### src/rtl/uart_result_transmitter_pkg.sv
// Shared types and helpers for the QMC-LSM UART result path.
// Holds the frame FSM state enum, the default sync word and the baud divisor helper.
package qmc_uart_pkg;

  typedef enum logic [2:0] {
    S_IDLE,
    S_LOAD,
    S_SEND,
    S_WAIT,
    S_DONE
  } tx_state_e;

  localparam logic [31:0] SYNC_DEFAULT = 32'hA5A5_5A5A;

  function automatic int clks_per_bit(
    input int clk_hz,
    input int baud
  );
    return clk_hz / baud;
  endfunction

endpackage

### src/rtl/uart_result_transmitter_if.sv
// Result record handshake between the pricing core (master) and the UART transmitter (slave).
// Signals: result_valid, result_ready, result_data (word i at [32*i+31:32*i]).
interface uart_result_transmitter_if #(
  parameter int NUM_WORDS = 3
) ();

  logic                   result_valid;
  logic                   result_ready;
  logic [NUM_WORDS*32-1:0] result_data;

  modport master (
    output result_valid,
    output result_data,
    input  result_ready
  );

  modport slave (
    input  result_valid,
    input  result_data,
    output result_ready
  );

endinterface

### src/rtl/uart_result_transmitter_tx_byte.sv
// 8N1 bit serialiser: start bit, 8 data bits LSB first, stop bit, CLKS clocks each.
// Ports: clk, rst, byte_valid_i, byte_i, byte_ready_o, byte_done_o (last stop clock), tx_o.
module uart_tx_byte #(
  parameter int CLKS = 10
) (
  input  logic       clk,
  input  logic       rst,
  input  logic       byte_valid_i,
  input  logic [7:0] byte_i,
  output logic       byte_ready_o,
  output logic       byte_done_o,
  output logic       tx_o
);

  localparam int CW = (CLKS > 1) ? $clog2(CLKS) : 1;
  localparam logic [CW-1:0] LAST = CW'(CLKS - 1);

  logic          active_q, active_d;
  logic [CW-1:0] cnt_q, cnt_d;
  logic [3:0]    bit_q, bit_d;
  logic [8:0]    sh_q, sh_d;
  logic          tx_q, tx_d;

  // Done fires on the final clock of the stop bit so the
  // frame FSM can queue the next byte with minimal gap.
  assign byte_ready_o = ~active_q;
  assign byte_done_o  = active_q && (bit_q == 4'd9)
                        && (cnt_q == LAST);
  assign tx_o         = tx_q;

  always_comb begin
    active_d = active_q;
    cnt_d    = cnt_q;
    bit_d    = bit_q;
    sh_d     = sh_q;
    tx_d     = tx_q;
    if (!active_q) begin
      if (byte_valid_i) begin
        active_d = 1'b1;
        cnt_d    = '0;
        bit_d    = '0;
        sh_d     = {1'b1, byte_i};
        tx_d     = 1'b0;
      end
    end else if (cnt_q == LAST) begin
      cnt_d = '0;
      if (bit_q == 4'd9) begin
        active_d = 1'b0;
      end else begin
        tx_d  = sh_q[0];
        sh_d  = {1'b1, sh_q[8:1]};
        bit_d = bit_q + 4'd1;
      end
    end else begin
      cnt_d = cnt_q + CW'(1);
    end
  end

  always_ff @(posedge clk or posedge rst) begin
    if (rst) begin
      active_q <= 1'b0;
      cnt_q    <= '0;
      bit_q    <= '0;
      sh_q     <= '1;
      tx_q     <= 1'b1;
    end else begin
      active_q <= active_d;
      cnt_q    <= cnt_d;
      bit_q    <= bit_d;
      sh_q     <= sh_d;
      tx_q     <= tx_d;
    end
  end

endmodule

### src/rtl/uart_result_transmitter.sv
// Captures one result record and sends it as SYNC, data words, XOR checksum, MSB byte first.
// Ports: clk, rst, res (slave handshake), tx line, busy, frames_sent counter.
module uart_result_transmitter
  import qmc_uart_pkg::*;
#(
  parameter int          CLK_FREQ_HZ = 100_000_000,
  parameter int          BAUD_RATE   = 115200,
  parameter int          NUM_WORDS   = 3,
  parameter logic [31:0] SYNC_WORD   = SYNC_DEFAULT
) (
  input  logic                        clk,
  input  logic                        rst,
  uart_result_transmitter_if.slave    res,
  output logic                        tx,
  output logic                        busy,
  output logic [15:0]                 frames_sent
);

  localparam int CLKS = clks_per_bit(CLK_FREQ_HZ, BAUD_RATE);
  localparam int NB   = (NUM_WORDS + 2) * 4;
  localparam int IW   = $clog2(NB);
  localparam int FW   = (NUM_WORDS + 2) * 32;
  localparam int DW   = NUM_WORDS * 32;

  tx_state_e     state_q, state_d;
  logic [IW-1:0] idx_q, idx_d;
  logic [DW-1:0] data_q, data_d;
  logic [7:0]    byte_q, byte_d;
  logic [15:0]   frames_q, frames_d;

  logic          bvalid;
  logic          bready;
  logic          bdone;
  logic [31:0]   csum;
  logic [FW-1:0] frame_w;
  logic [FW-1:0] frame_sh;

  // Whole frame laid out MSB-first so byte k is a plain left shift.
  always_comb begin
    csum    = '0;
    frame_w = '0;
    frame_w[(NUM_WORDS+1)*32 +: 32] = SYNC_WORD;
    for (int i = 0; i < NUM_WORDS; i++) begin
      csum = csum ^ data_q[32*i +: 32];
      frame_w[(NUM_WORDS-i)*32 +: 32] = data_q[32*i +: 32];
    end
    frame_w[31:0] = csum;
    frame_sh = frame_w << {idx_q, 3'b000};
  end

  always_comb begin
    state_d  = state_q;
    idx_d    = idx_q;
    data_d   = data_q;
    byte_d   = byte_q;
    frames_d = frames_q;
    bvalid   = 1'b0;
    unique case (state_q)
      S_IDLE: begin
        idx_d = '0;
        if (res.result_valid) begin
          data_d  = res.result_data;
          state_d = S_LOAD;
        end
      end
      S_LOAD: begin
        byte_d  = frame_sh[FW-1 -: 8];
        state_d = S_SEND;
      end
      S_SEND: begin
        bvalid = 1'b1;
        if (bready) state_d = S_WAIT;
      end
      S_WAIT: begin
        if (bdone) begin
          if (idx_q == IW'(NB - 1)) begin
            frames_d = frames_q + 16'd1;
            state_d  = S_DONE;
          end else begin
            idx_d   = idx_q + IW'(1);
            state_d = S_LOAD;
          end
        end
      end
      S_DONE:  state_d = S_IDLE;
      default: state_d = S_IDLE;
    endcase
  end

  always_ff @(posedge clk or posedge rst) begin
    if (rst) begin
      state_q  <= S_IDLE;
      idx_q    <= '0;
      data_q   <= '0;
      byte_q   <= '0;
      frames_q <= '0;
    end else begin
      state_q  <= state_d;
      idx_q    <= idx_d;
      data_q   <= data_d;
      byte_q   <= byte_d;
      frames_q <= frames_d;
    end
  end

  assign res.result_ready = (state_q == S_IDLE);
  assign busy        = !(state_q inside {S_IDLE, S_DONE});
  assign frames_sent = frames_q;

  uart_tx_byte #(
    .CLKS(CLKS)
  ) u_tx (
    .clk         (clk),
    .rst         (rst),
    .byte_valid_i(bvalid),
    .byte_i      (byte_q),
    .byte_ready_o(bready),
    .byte_done_o (bdone),
    .tx_o        (tx)
  );

endmodule
### src/flat_wrapper.sv
// flat-port wrapper written by rule: the top's interface ports become plain ports
module uart_result_transmitter_flat import qmc_uart_pkg::*;
#(
  parameter int          CLK_FREQ_HZ = 100_000_000,
  parameter int          BAUD_RATE   = 115200,
  parameter int          NUM_WORDS   = 3,
  parameter logic [31:0] SYNC_WORD   = SYNC_DEFAULT
)
  (clk, rst, tx, busy, frames_sent, res_result_valid, res_result_data, res_result_ready);
  uart_result_transmitter_if #(.NUM_WORDS(NUM_WORDS)) res_i ();
  input  logic clk;
  input  logic rst;
  output logic tx;
  output logic busy;
  output logic [15:0] frames_sent;
  input wire logic [$bits(res_i.result_valid)-1:0] res_result_valid;
  input wire logic [$bits(res_i.result_data)-1:0] res_result_data;
  output wire logic [$bits(res_i.result_ready)-1:0] res_result_ready;
  assign res_i.result_valid = res_result_valid;
  assign res_i.result_data = res_result_data;
  assign res_result_ready = res_i.result_ready;
  uart_result_transmitter #(.CLK_FREQ_HZ(CLK_FREQ_HZ), .BAUD_RATE(BAUD_RATE), .NUM_WORDS(NUM_WORDS), .SYNC_WORD(SYNC_WORD)) u_core (.clk(clk), .rst(rst), .res(res_i), .tx(tx), .busy(busy), .frames_sent(frames_sent));
endmodule
### config.mk
export PLATFORM = sky130hd
export DESIGN_NAME = uart_result_transmitter_flat
export DESIGN_NICKNAME = d
export VERILOG_FILES = /design/src/rtl/uart_result_transmitter_pkg.sv /design/src/rtl/uart_result_transmitter_if.sv /design/src/rtl/uart_result_transmitter_tx_byte.sv /design/src/rtl/uart_result_transmitter.sv /design/src/flat_wrapper.sv
export SDC_FILE = /design/constraint.sdc
export NUM_CORES = 1
export LEC_CHECK = 0
export BUFFER_PORTS_ARGS = -buffer_cell sky130_fd_sc_hd__buf_2
export CAP_MARGIN = 30
export CORE_ASPECT_RATIO = 2
export CORE_UTILIZATION = 54
export CTS_BUF_LIST = sky130_fd_sc_hd__clkbuf_8
export DETAILED_ROUTE_END_ITERATION = 7
export GPL_TIMING_DRIVEN = 0
export PLACE_DENSITY = 0.79
export SETUP_SLACK_MARGIN = 0.1
export SYNTH_ARGS = -nofsm -noshare
export SYNTH_HDL_FRONTEND = slang
export SYNTH_SLANG_ARGS = --single-unit
### constraint.sdc
create_clock -name clk -period 5.4 [get_ports clk]
set_input_delay 1.08 -clock clk [delete_from_list [all_inputs] [get_ports clk]]
set_output_delay 1.08 -clock clk [all_outputs]
set_load 0.02 [all_outputs]
==> flow_summary_export.csv, run 1 <==
group,metric,value,unit
outcome,status,"complete, no violations",
place,io_buffer_count,117,
pwr,powerDensity,232,mW/mm2
sta,clock.fmax,360,MHz
floorplanning,num_rows,62,
finish,fill_cells,1171,
logic_synthesis,synth_compound_area_frac,0.0740,
sta,finalCritPeriodShare,0.515,
worst_hold_path,hold_path.class,"reg2reg",
clocking,clock-sinks,152,
place,place_hpwl,15300,um
clocking,cts_tree,"built",
finish,stdcell_count,1025,
finish,multi_input_area,0.00392,mm2
logic_synthesis,synth_adder_area_share,0.00780,
logic_synthesis,muxShareOfSynthArea,0.217,
detailed_routing,dr_wl_met3,1150,um
logic_synthesis,ys_warn_count,0,
finish,fin_nets,924,
sta,layout_min_cycle_time,2780,ps
setup_path,cp_max_fo,9,
logic_synthesis,synthSimpleGateAreaFrac,0.0966,
logic_synthesis,synth.top_cell.area_share,0.446,
floorplanning,start_util,0.556,
detailed_routing,drt_wl_total,20900,um
logic_synthesis,synth_nets,787,
detailed_routing,drtPass1Iterations,6,
detailed_routing,num_vias,6052,
place,dp.cells,993,
clocking,postCtsSetupBuffers,0,
detailed_routing,top_layer,"met4",
logic_synthesis,synth_xor_area_frac,0.0930,
sta,rsz0062_at_grt,"false",
logic_synthesis,synth_area_leaders,"dfrtp_1, mux2_2, xnor2_1",
logic_synthesis,postSynthCellCount,683,
logic_synthesis,ys.flop_type,"dfrtp_1",
global_route,grt_start_max_net_pins,83,
logic_synthesis,synth_edf_count,0,
finish,regArea,0.00381,mm2
logic_synthesis,synthArstFlopShare,1.00,
global_route,grt_overflow,0,
clocking,clk_latency,460,ps
finish,area.growth.synth_to_final,16.1,%
clocking,ctsRootBufferMaster,"clkbuf_8",
sta,slew_headroom,0.437,
detailed_routing,viasPerCell,5.90,
pwr,p_leak,4.49,nW
floorplanning,die_h,174,um
logic_synthesis,ys_seq_elements,152,
floorplanning,die_w,88.2,um
clocking,clk_pin_slew,90,ps
global_route,grt_pass1_vias,6410,
sta,finalHoldViolCount,0,
floorplanning,io_pins,118,
place,postPlaceCellArea,0.00888,mm2
sta,fin_skew,20.5,ps
detailed_routing,wl_per_cell,20.4,um
finish,drive_above_1_share,0.370,
global_route,track_usage,0.291,
logic_synthesis,synth_commonest_cells,"dfrtp_1, mux2_2, xnor2_1",
sta,setup_viol,0,
clocking,h-tree-depth,4,
sta,finalWorstSetupSlack,2620,ps
setup_path,end_kind,"output port",
logic_synthesis,ys_types,57,
setup_path,cp-start-kind,"flip-flop",
detailed_routing,antenna_left,0,
logic_synthesis,netlist_area,0.00802,mm2
flow_run,drv_cap,0,
logic_synthesis,synth_area_leader_cell,"dfrtp_1",
logic_synthesis,ys_seq_area_frac,0.476,
place,dp_worst_setup_slack,3110,ps
finish,design_area,0.00931,mm2
detailed_routing,met1_length,7440,um
detailed_routing,drcViolationCount,0,
clocking,cts_resized,0,
floorplanning,core_area,0.0144,mm2
global_route,antenna_found_initial,0,
sta,hold-worst-slack,486,ps
logic_synthesis,synth_top_family_by_area,"multiplexers",
logic_synthesis,synth_most_common_cell,"dfrtp_1",
clocking,cts-hold-fix-buffers,0,
detailed_routing,wl_met2,11300,um
floorplanning,die_area,0.0154,mm2
setup_path,critPathKind,"reg2out",
setup_path,critPathRequiredTime,4320,ps
global_route,grt_pass1_wl,33200,um
finish,antenna_cells,0,
sta,slew_violations,0,
clocking,clockBufferDepth,2,
detailed_routing,drtIter0Drc,344,
pwr,irDropWorstVdd,204,uV
setup_path,arrival,1700,ps
logic_synthesis,synth.avg_cell_area,11.7,um2
sta,worstMarginPinSlew,837,ps
place,gp_congestion,0.967,
clocking,numCtsBuffers,17,
metrics by stage:
step,TNS [ps],power (mW),util
final,0,2.16,0.646
after floorplan,0,1.18,-
after detailed placement,0,1.22,0.615
after CTS,0,2.17,0.646
after global placement,-162250,1.22,0.613
after global routing,0,2.23,0.646
layout make-up:
class | instances | area share
well taps | 192 | 0.0258
inverters | 15 | 0.00658
plain buffers | 35 | 0.0250
clock inverters | 15 | 0.0218
flip-flops and latches | 152 | 0.410
clock buffers | 17 | 0.0251
multi-input cells | 481 | 0.420
repair buffers | 118 | 0.0658
critical path, stage by stage (launching register included):
cell and delay (ps):
dfrtp_1 380, clkbuf_2 160, or3_4 410, inv_2 110, buf_2 170
kinds of logic after synthesis:
kind of cell / count (synthesis)
AND/OR/NAND/NOR: 156
multiplexers: 147
flip-flops: 152
AO/OA/AOI/OAI: 91
XOR/XNOR: 82
buffers and inverters: 50
adder cells (fa/ha/maj): 5
routing by layer:
layer  GRT usage  vias up
met4       0.156        0
met3      0.0451       76
met2       0.507      285
li1            -     2700
met1       0.332     2991
met5           0        -
power breakdown:
part | internal (mW) | leakage (nW) | switching (mW)
Combinational | 0.0275 | 2.25 | 0.0344
Sequential | 1.14 | 2.02 | 0
Clock | 0.506 | 0.216 | 0.452
placed cells by master (no fill, tap or decap), types with 10 or more instances in the layout:
cell,instances
clkbuf_8,17
nand3_1,18
buf_2,127
mux2_2,98
a21oi_1,10
nand2_1,52
o21ai_0,31
mux2i_1,26
xnor2_1,59
buf_4,10
inv_1,15
dfrtp_1,143
nor2_1,35
xor2_1,21
mux2_4,10
flip-flops by register name, summed over array words and instances, names as in the netlist:
| register | count |
|---|---|
| u_core.data_q | 96 |
| u_core.frames_sent | 16 |
| u_core.u_tx.cnt_q | 10 |
| u_core.byte_q | 8 |
| u_core.u_tx.sh_q | 8 |
| u_core.idx_q | 5 |
| u_core.u_tx.bit_q | 4 |
| u_core.state_q | 3 |
| u_core.u_tx.active_q | 1 |
| u_core.u_tx.tx_o | 1 |
path summary, 6_finish.rpt:
| path | to | from | cells after the start | slack (ps) |
|---|---|---|---|---|
| worst max register to register | u_core.byte_q[4]$_DFFE_PP0P_ | u_core.idx_q[2]$_DFFE_PP0P_ | 8 | 3120 |
| min in group asynchronous | u_core.data_q[84]$_DFFE_PP0P_ | rst | 2 | 730 |
| worst min-delay path | u_core.frames_sent[15]$_DFFE_PP0P_ | u_core.frames_sent[15]$_DFFE_PP0P_ | 1 | 490 |
| worst max-delay path | res_result_ready | u_core.state_q[1]$_DFFE_PP0P_ | 4 | 2620 |
| max in group asynchronous | u_core.u_tx.tx_o$_DFFE_PP1P_ | rst | 3 | 3800 |
| worst min register to register | u_core.frames_sent[15]$_DFFE_PP0P_ | u_core.frames_sent[15]$_DFFE_PP0P_ | 1 | 490 |
Note: power is estimated with default switching activity, not from simulation.
==> run 2: changes to the inputs <==
clock period = 2.3 ns   (was 5.4 ns; I/O delays follow)
==> run 2 against run 1 <==
Against the previous run:
- utilization up 0.71 points
- power up 130%
- global-route usage up 0.58 points
- final cell count up 0.88%
- critical path depth up 4
- critical path type is now reg2reg
- largest power group unchanged
- highest routed layer unchanged
==> flow_summary_export.csv, run 2 (synthesis results as in run 1) <==
group,metric,value,unit
clocking,h-tree-depth,4,
detailed_routing,antenna_left,0,
finish,layout_common_cells,"dfrtp_1, buf_2, mux2_2, xnor2_1, nand2_1",
setup_path,end_kind,"flip-flop",
global_route,track_usage,0.297,
floorplanning,die_area,0.0154,mm2
sta,finalCritPeriodShare,0.935,
sta,slew_violations,0,
clocking,cts_tree,"built",
setup_path,critPathRequiredTime,2640,ps
clocking,clock-sinks,152,
floorplanning,core_area,0.0144,mm2
sta,finalWorstSetupSlack,150,ps
global_route,grt_pass1_vias,6379,
detailed_routing,wl_per_cell,20.7,um
setup_path,critPathKind,"reg2reg",
finish,largest_reg_flops,96,
pwr,irDropWorstVdd,448,uV
floorplanning,die_w,88.2,um
pwr,p_leak,4.54,nW
finish,fin_nets,933,
sta,finalHoldViolCount,0,
outcome,status,"complete, no violations",
setup_path,cp_max_fo,10,
setup_path,ff2ff_path_depth,8,
detailed_routing,viasPerCell,5.92,
global_route,grt_overflow,0,
floorplanning,io_pins,118,
finish,drive_above_1_share,0.380,
worst_hold_path,hold_path_startpoint,"res_result_data[5]",
finish,fill_cells,1142,
setup_path,cp-start-kind,"flip-flop",
clocking,clk_latency,470,ps
floorplanning,num_rows,62,
clocking,clk_pin_slew,80,ps
floorplanning,die_h,174,um
clocking,ctsRootBufferMaster,"clkbuf_8",
sta,rsz0062_at_grt,"true",
sta,worstMarginPinSlew,715,ps
setup_path,r2r_setup_slack,150,ps
flow_run,drv_cap,0,
pwr,powerDensity,519,mW/mm2
place,gp_congestion,0.906,
sta,setup_viol,0,
detailed_routing,drt_wl_total,21400,um
setup_path,arrival,2490,ps
sta,clock.fmax,465,MHz
finish,area.growth.synth_to_final,17.4,%
detailed_routing,drcViolationCount,0,
worst_hold_path,whs_endpoint,"u_core.data_q[5]$_DFFE_PP0P_",
setup_path,r2r_start,"u_core.idx_q[2]$_DFFE_PP0P_",
finish,antenna_cells,0,
clocking,clockBufferDepth,2,
place,place_hpwl,15700,um
worst_hold_path,hold_depth,3,
sta,fin_skew,12.9,ps
floorplanning,start_util,0.556,
worst_hold_path,hold_path.class,"in2reg",
detailed_routing,drtIter0Drc,509,
sta,hold-worst-slack,200,ps
sta,layout_min_cycle_time,2150,ps
clocking,numCtsBuffers,17,
global_route,grt_pass1_wl,33700,um
place,dp_worst_setup_slack,52.3,ps
finish,mostFrequentLayoutCell,"dfrtp_1",
global_route,grt_start_max_net_pins,40,
detailed_routing,drtPass1Iterations,5,
global_route,antenna_found_initial,0,
setup_path,r2r_end,"u_core.byte_q[1]$_DFFE_PP0P_",
detailed_routing,num_vias,6123,
pwr,power.total,4.89,mW
place,io_buffer_count,117,
finish,regMostFlops,"u_core.data_q",
sta,slew_headroom,0.521,
## run 2: cell count changes in the layout (fill, tap and decap cells not counted), moves of 2 or more
cell,previous run,this run
buf_4,10,15
buf_12,1,7
clkbuf_4,0,2
bufinv_16,4,2
## run 2: stage by stage
step | std cells | area, um2 | util | setup TNS (ps)
final | 1034 | 9420 | 0.653 | 0
after detailed placement | 996 | 8930 | 0.619 | 0
after global routing | 1034 | 9420 | 0.653 | 0
after floorplan | 683 | 8020 | - | -9950
after CTS | 1029 | 9350 | 0.648 | 0
after global placement | 992 | 8850 | 0.613 | -125320
## run 2: how the worst max path moves through the flow
stage	start	endpoint	slack, ps	depth (start not counted)
floorplan	rst	u_core.byte_q[0]$_DFFE_PP0P_	-70	1
global placement	rst	u_core.data_q[85]$_DFFE_PP0P_	-880	2
detailed placement	u_core.idx_q[2]$_DFFE_PP0P_	u_core.byte_q[4]$_DFFE_PP0P_	50	8
CTS	u_core.u_tx.bit_q[1]$_DFFE_PP0P_	u_core.frames_sent[11]$_DFFE_PP0P_	80	8
global route	u_core.u_tx.cnt_q[0]$_DFFE_PP0P_	u_core.idx_q[4]$_DFFE_PP0P_	40	7
finish	u_core.idx_q[2]$_DFFE_PP0P_	u_core.byte_q[1]$_DFFE_PP0P_	150	8
## run 2: timing repair
item	CTS	global route
pin swaps	0	3
resized for setup	3	9
gates cloned	0	0
hold endpoints to repair	11	0
hold buffers	1	0
setup endpoints to repair	6	34
setup buffers	0	5
## run 2: cell type report
| cell class | instances | area (um2) | area share |
|---|---|---|---|
| plain buffers | 35 | 253 | 0.0268 |
| clock buffers | 18 | 248 | 0.0263 |
| clock inverters | 14 | 151 | 0.0161 |
| inverters | 15 | 62.6 | 0.00664 |
| multi-input cells | 481 | 3930 | 0.418 |
| flip-flops and latches | 152 | 3820 | 0.405 |
| well taps | 192 | 240 | 0.0255 |
| repair buffers | 127 | 713 | 0.0757 |
## run 2: critical path: stages, from the launching register on
cell and delay [ps]:
dfrtp_1 330, buf_2 260, buf_2 340, clkbuf_2 330, nand3_1 260, o22ai_1 250, nor2_1 60, o2111ai_1 100
nand3_1 100
## run 2: where the power goes
group	internal [mW]	leakage, nW	total, mW	switching [mW]
logic	0.0746	2.32	0.159	0.0849
clock network	0.999	0.199	2.06	1.06
registers	2.67	2.02	2.67	0
## run 2: metal layers
metal	wire [um]	share of wire	track usage	up-vias
met2	11600	0.54	0.519	276
met1	7590	0.36	0.331	3042
met5	0	0	0	-
met3	1050	0.049	0.0465	85
met4	1140	0.053	0.173	0
li1	-	-	-	2720
==> run 3: changes to the inputs <==
ABC_AREA = 1   (was not set)
==> run 3 against run 2 <==
Against the previous run:
- sequential power about the same
- global-route usage increased by 5.9 points
- sequential share of layout area decreased by 1.8 points
- synthesized area increased by 6.7%
- power decreased by 0.35%
- via count increased by 38%
- register-to-register slack about the same
- combinational power decreased by 4%
- maximum frequency increased by 0.33%
- clock skew increased by 2.8 ps
- critical path depth decreased by 4
- largest power group unchanged
- clock-buffer cell count unchanged
==> flow_summary_export.csv, run 3 <==
group,metric,value,unit
floorplanning,die_w,91.0,um
clocking,postCtsSetupBuffers,0,
sta,finalCritPeriodShare,0.932,
sta,layout_min_cycle_time,2140,ps
floorplanning,core_area,0.0154,mm2
sta,finalWorstSetupSlack,157,ps
logic_synthesis,netlist_area,0.00856,mm2
clocking,cts_tree,"built",
finish,regMostFlops,"u_core.data_q",
sta,clock.fmax,467,MHz
setup_path,path_cells,"nor2_1 > nand2_1 > inv_1 > buf_2",
finish,largest_reg_flops,96,
pwr,switching_share,0.237,
sta,hold-worst-slack,133,ps
clocking,h-tree-depth,4,
pwr,p_seq_frac,0.548,
setup_path,worst_path_max_delay_cell,"dfrtp_1",
detailed_routing,viasPerCell,5.55,
finish,stdcell_count,1523,
setup_path,cpPeakStageDelay,470,ps
clocking,clock-sinks,152,
floorplanning,die_h,180,um
clocking,clk_latency,470,ps
place,place_hpwl,22200,um
outcome,status,"complete, no violations",
clocking,clockBufferDepth,2,
clocking,ctsRootBufferMaster,"clkbuf_8",
pwr,switchingPower,1.16,mW
logic_synthesis,ys_warn_count,0,
setup_path,end_kind,"output port",
logic_synthesis,ys.flop_type,"dfrtp_1",
sta,rsz0062_at_grt,"false",
global_route,track_usage,0.356,
finish,area.growth.synth_to_final,15.0,%
sta,setup_viol,0,
global_route,grt_overflow,0,
pwr,p_int,3.72,mW
detailed_routing,antenna_left,0,
place,dp.cells,1491,
logic_synthesis,ys_seq_elements,152,
logic_synthesis,synth_area_leaders,"dfrtp_1, nand2_1, nand3_1",
logic_synthesis,synth_most_common_cell,"nand2_1",
global_route,grt_start_max_net_pins,43,
worst_hold_path,hold_path.class,"in2async",
logic_synthesis,synth_area_leader_cell,"dfrtp_1",
sta,slew_violations,0,
detailed_routing,drtPass1Iterations,6,
pwr,p_comb_frac,0.031,
place,io_buffer_count,117,
logic_synthesis,synth_commonest_cells,"nand2_1, dfrtp_1, inv_1, nor2_1, nand3_1",
pwr,p_leak,5.14,nW
setup_path,cp-start-kind,"flip-flop",
sta,slew_headroom,0.445,
detailed_routing,drtIter0Drc,796,
setup_path,startpoint,"u_core.state_q[0]$_DFFE_PP0P_",
global_route,antenna_found_initial,0,
sta,worstMarginPinSlew,833,ps
finish,antenna_cells,0,
pwr,powerDensity,495,mW/mm2
floorplanning,io_pins,118,
setup_path,cp_max_fo,6,
sta,finalHoldViolCount,0,
clocking,numCtsBuffers,17,
logic_synthesis,synth.avg_cell_area,7.29,um2
clocking,clk_pin_slew,90,ps
logic_synthesis,synthArstFlopShare,1.00,
setup_path,r2r_start,"u_core.state_q[0]$_DFFE_PP0P_",
logic_synthesis,ys_seq_area_frac,0.446,
setup_path,critPathKind,"reg2out",
global_route,grt_pass1_wl,43800,um
sta,fin_setup_tns,0,ps
logic_synthesis,postSynthCellCount,1173,
finish,drive_above_1_share,0.172,
finish,mostFrequentLayoutCell,"nand2_1",
logic_synthesis,synth_nets,1277,
finish,utilization,0.640,
detailed_routing,drcViolationCount,0,
floorplanning,num_rows,64,
pwr,clockPowerShare,0.421,
finish,fill_cells,1449,
place,dp_worst_setup_slack,153,ps
detailed_routing,drt_wl_total,28500,um
logic_synthesis,ys_types,43,
sta,fin_skew,15.8,ps
finish,layout_common_cells,"nand2_1, dfrtp_1, buf_2, inv_1, nor2_1",
setup_path,critPathRequiredTime,1840,ps
floorplanning,start_util,0.556,
setup_path,arrival,1680,ps
floorplanning,die_area,0.0164,mm2
logic_synthesis,synth_edf_count,0,
pwr,irDropWorstVdd,440,uV
global_route,grt_pass1_vias,8440,
detailed_routing,num_vias,8450,
flow_run,drv_cap,0,
logic_synthesis,synth.top_cell.area_share,0.418,
place,gp_congestion,0.946,
detailed_routing,wl_per_cell,18.7,um
finish,fin_nets,1416,
[run 3: kinds of logic (layout without fill, tap and decap cells)]
logic type | count (synthesis) | after routing | share of synthesized area
compound gates | 197 | 197 | 0.127
xor+xnor | 20 | 20 | 0.0205
fa+ha+maj | 5 | 5 | 0.00731
buf+inv | 191 | 343 | 0.0910
flops | 152 | 152 | 0.446
mux | 4 | 4 | 0.00512
simple gates | 604 | 604 | 0.304
[run 3: final timing paths]
check,endpoint,slack [ps],depth (start not counted)
max reg2reg,u_core.data_q[61]$_DFFE_PP0P_,160,7
min in group clk,u_core.data_q[31]$_DFFE_PP0P_,220,2
max in group asynchronous,u_core.data_q[58]$_DFFE_PP0P_,1190,4
max,res_result_ready,160,4
min reg2reg,u_core.u_tx.sh_q[2]$_DFFE_PP1P_,480,2
min,u_core.data_q[49]$_DFFE_PP0P_,130,2
[run 3: critical path: cells and delay by family, from the launching register on]
kind                   cells  cell delay [ps]
buffers and inverters      2              310
DFF                        1              470
and+or+nand+nor            2              440
[run 3: per-stage QoR]
stage | total power, mW | area, um2
final | 4.87 | 9840
after global routing | 4.99 | 9840
after CTS | 4.88 | 9840
after detailed placement | 2.88 | 9450
after global placement | 2.87 | 9390
after floorplan | 2.76 | 8560
[run 3: area by class of cell]
class                   instances  area (um2)  area share
repair buffers                120         646      0.0656
inverters                     144         547      0.0556
multi-input cells             830        3960       0.403
well taps                     198         248      0.0252
clock buffers                  18         248      0.0252
flip-flops and latches        152        3810       0.388
plain buffers                  47         239      0.0243
clock inverters                14         136      0.0139
[run 3: timing repair]
| item | CTS | global route |
|---|---|---|
| hold buffers | 0 | 0 |
| resized for setup | 0 | 5 |
| endpoints found under the setup margin | 0 | 9 |
[run 3: layer usage]
layer	track usage	part of all wire	wire length, um	up-vias
met4	0.245	0.069	1970	0
met1	0.361	0.35	9980	3905
met3	0.0540	0.060	1700	119
met2	0.654	0.52	14900	387
li1	-	-	-	4039
met5	0	0	0	-
[run 3: power by group through the flow]
stage               sequential (mW)  combinational [mW]  clock [mW]
floorplan                      2.72              0.0400           0
global placement               2.72               0.141           0
detailed placement             2.72               0.156           0
CTS                            2.67               0.157        2.06
global route                   2.67               0.171        2.15
finish                         2.67               0.153        2.05
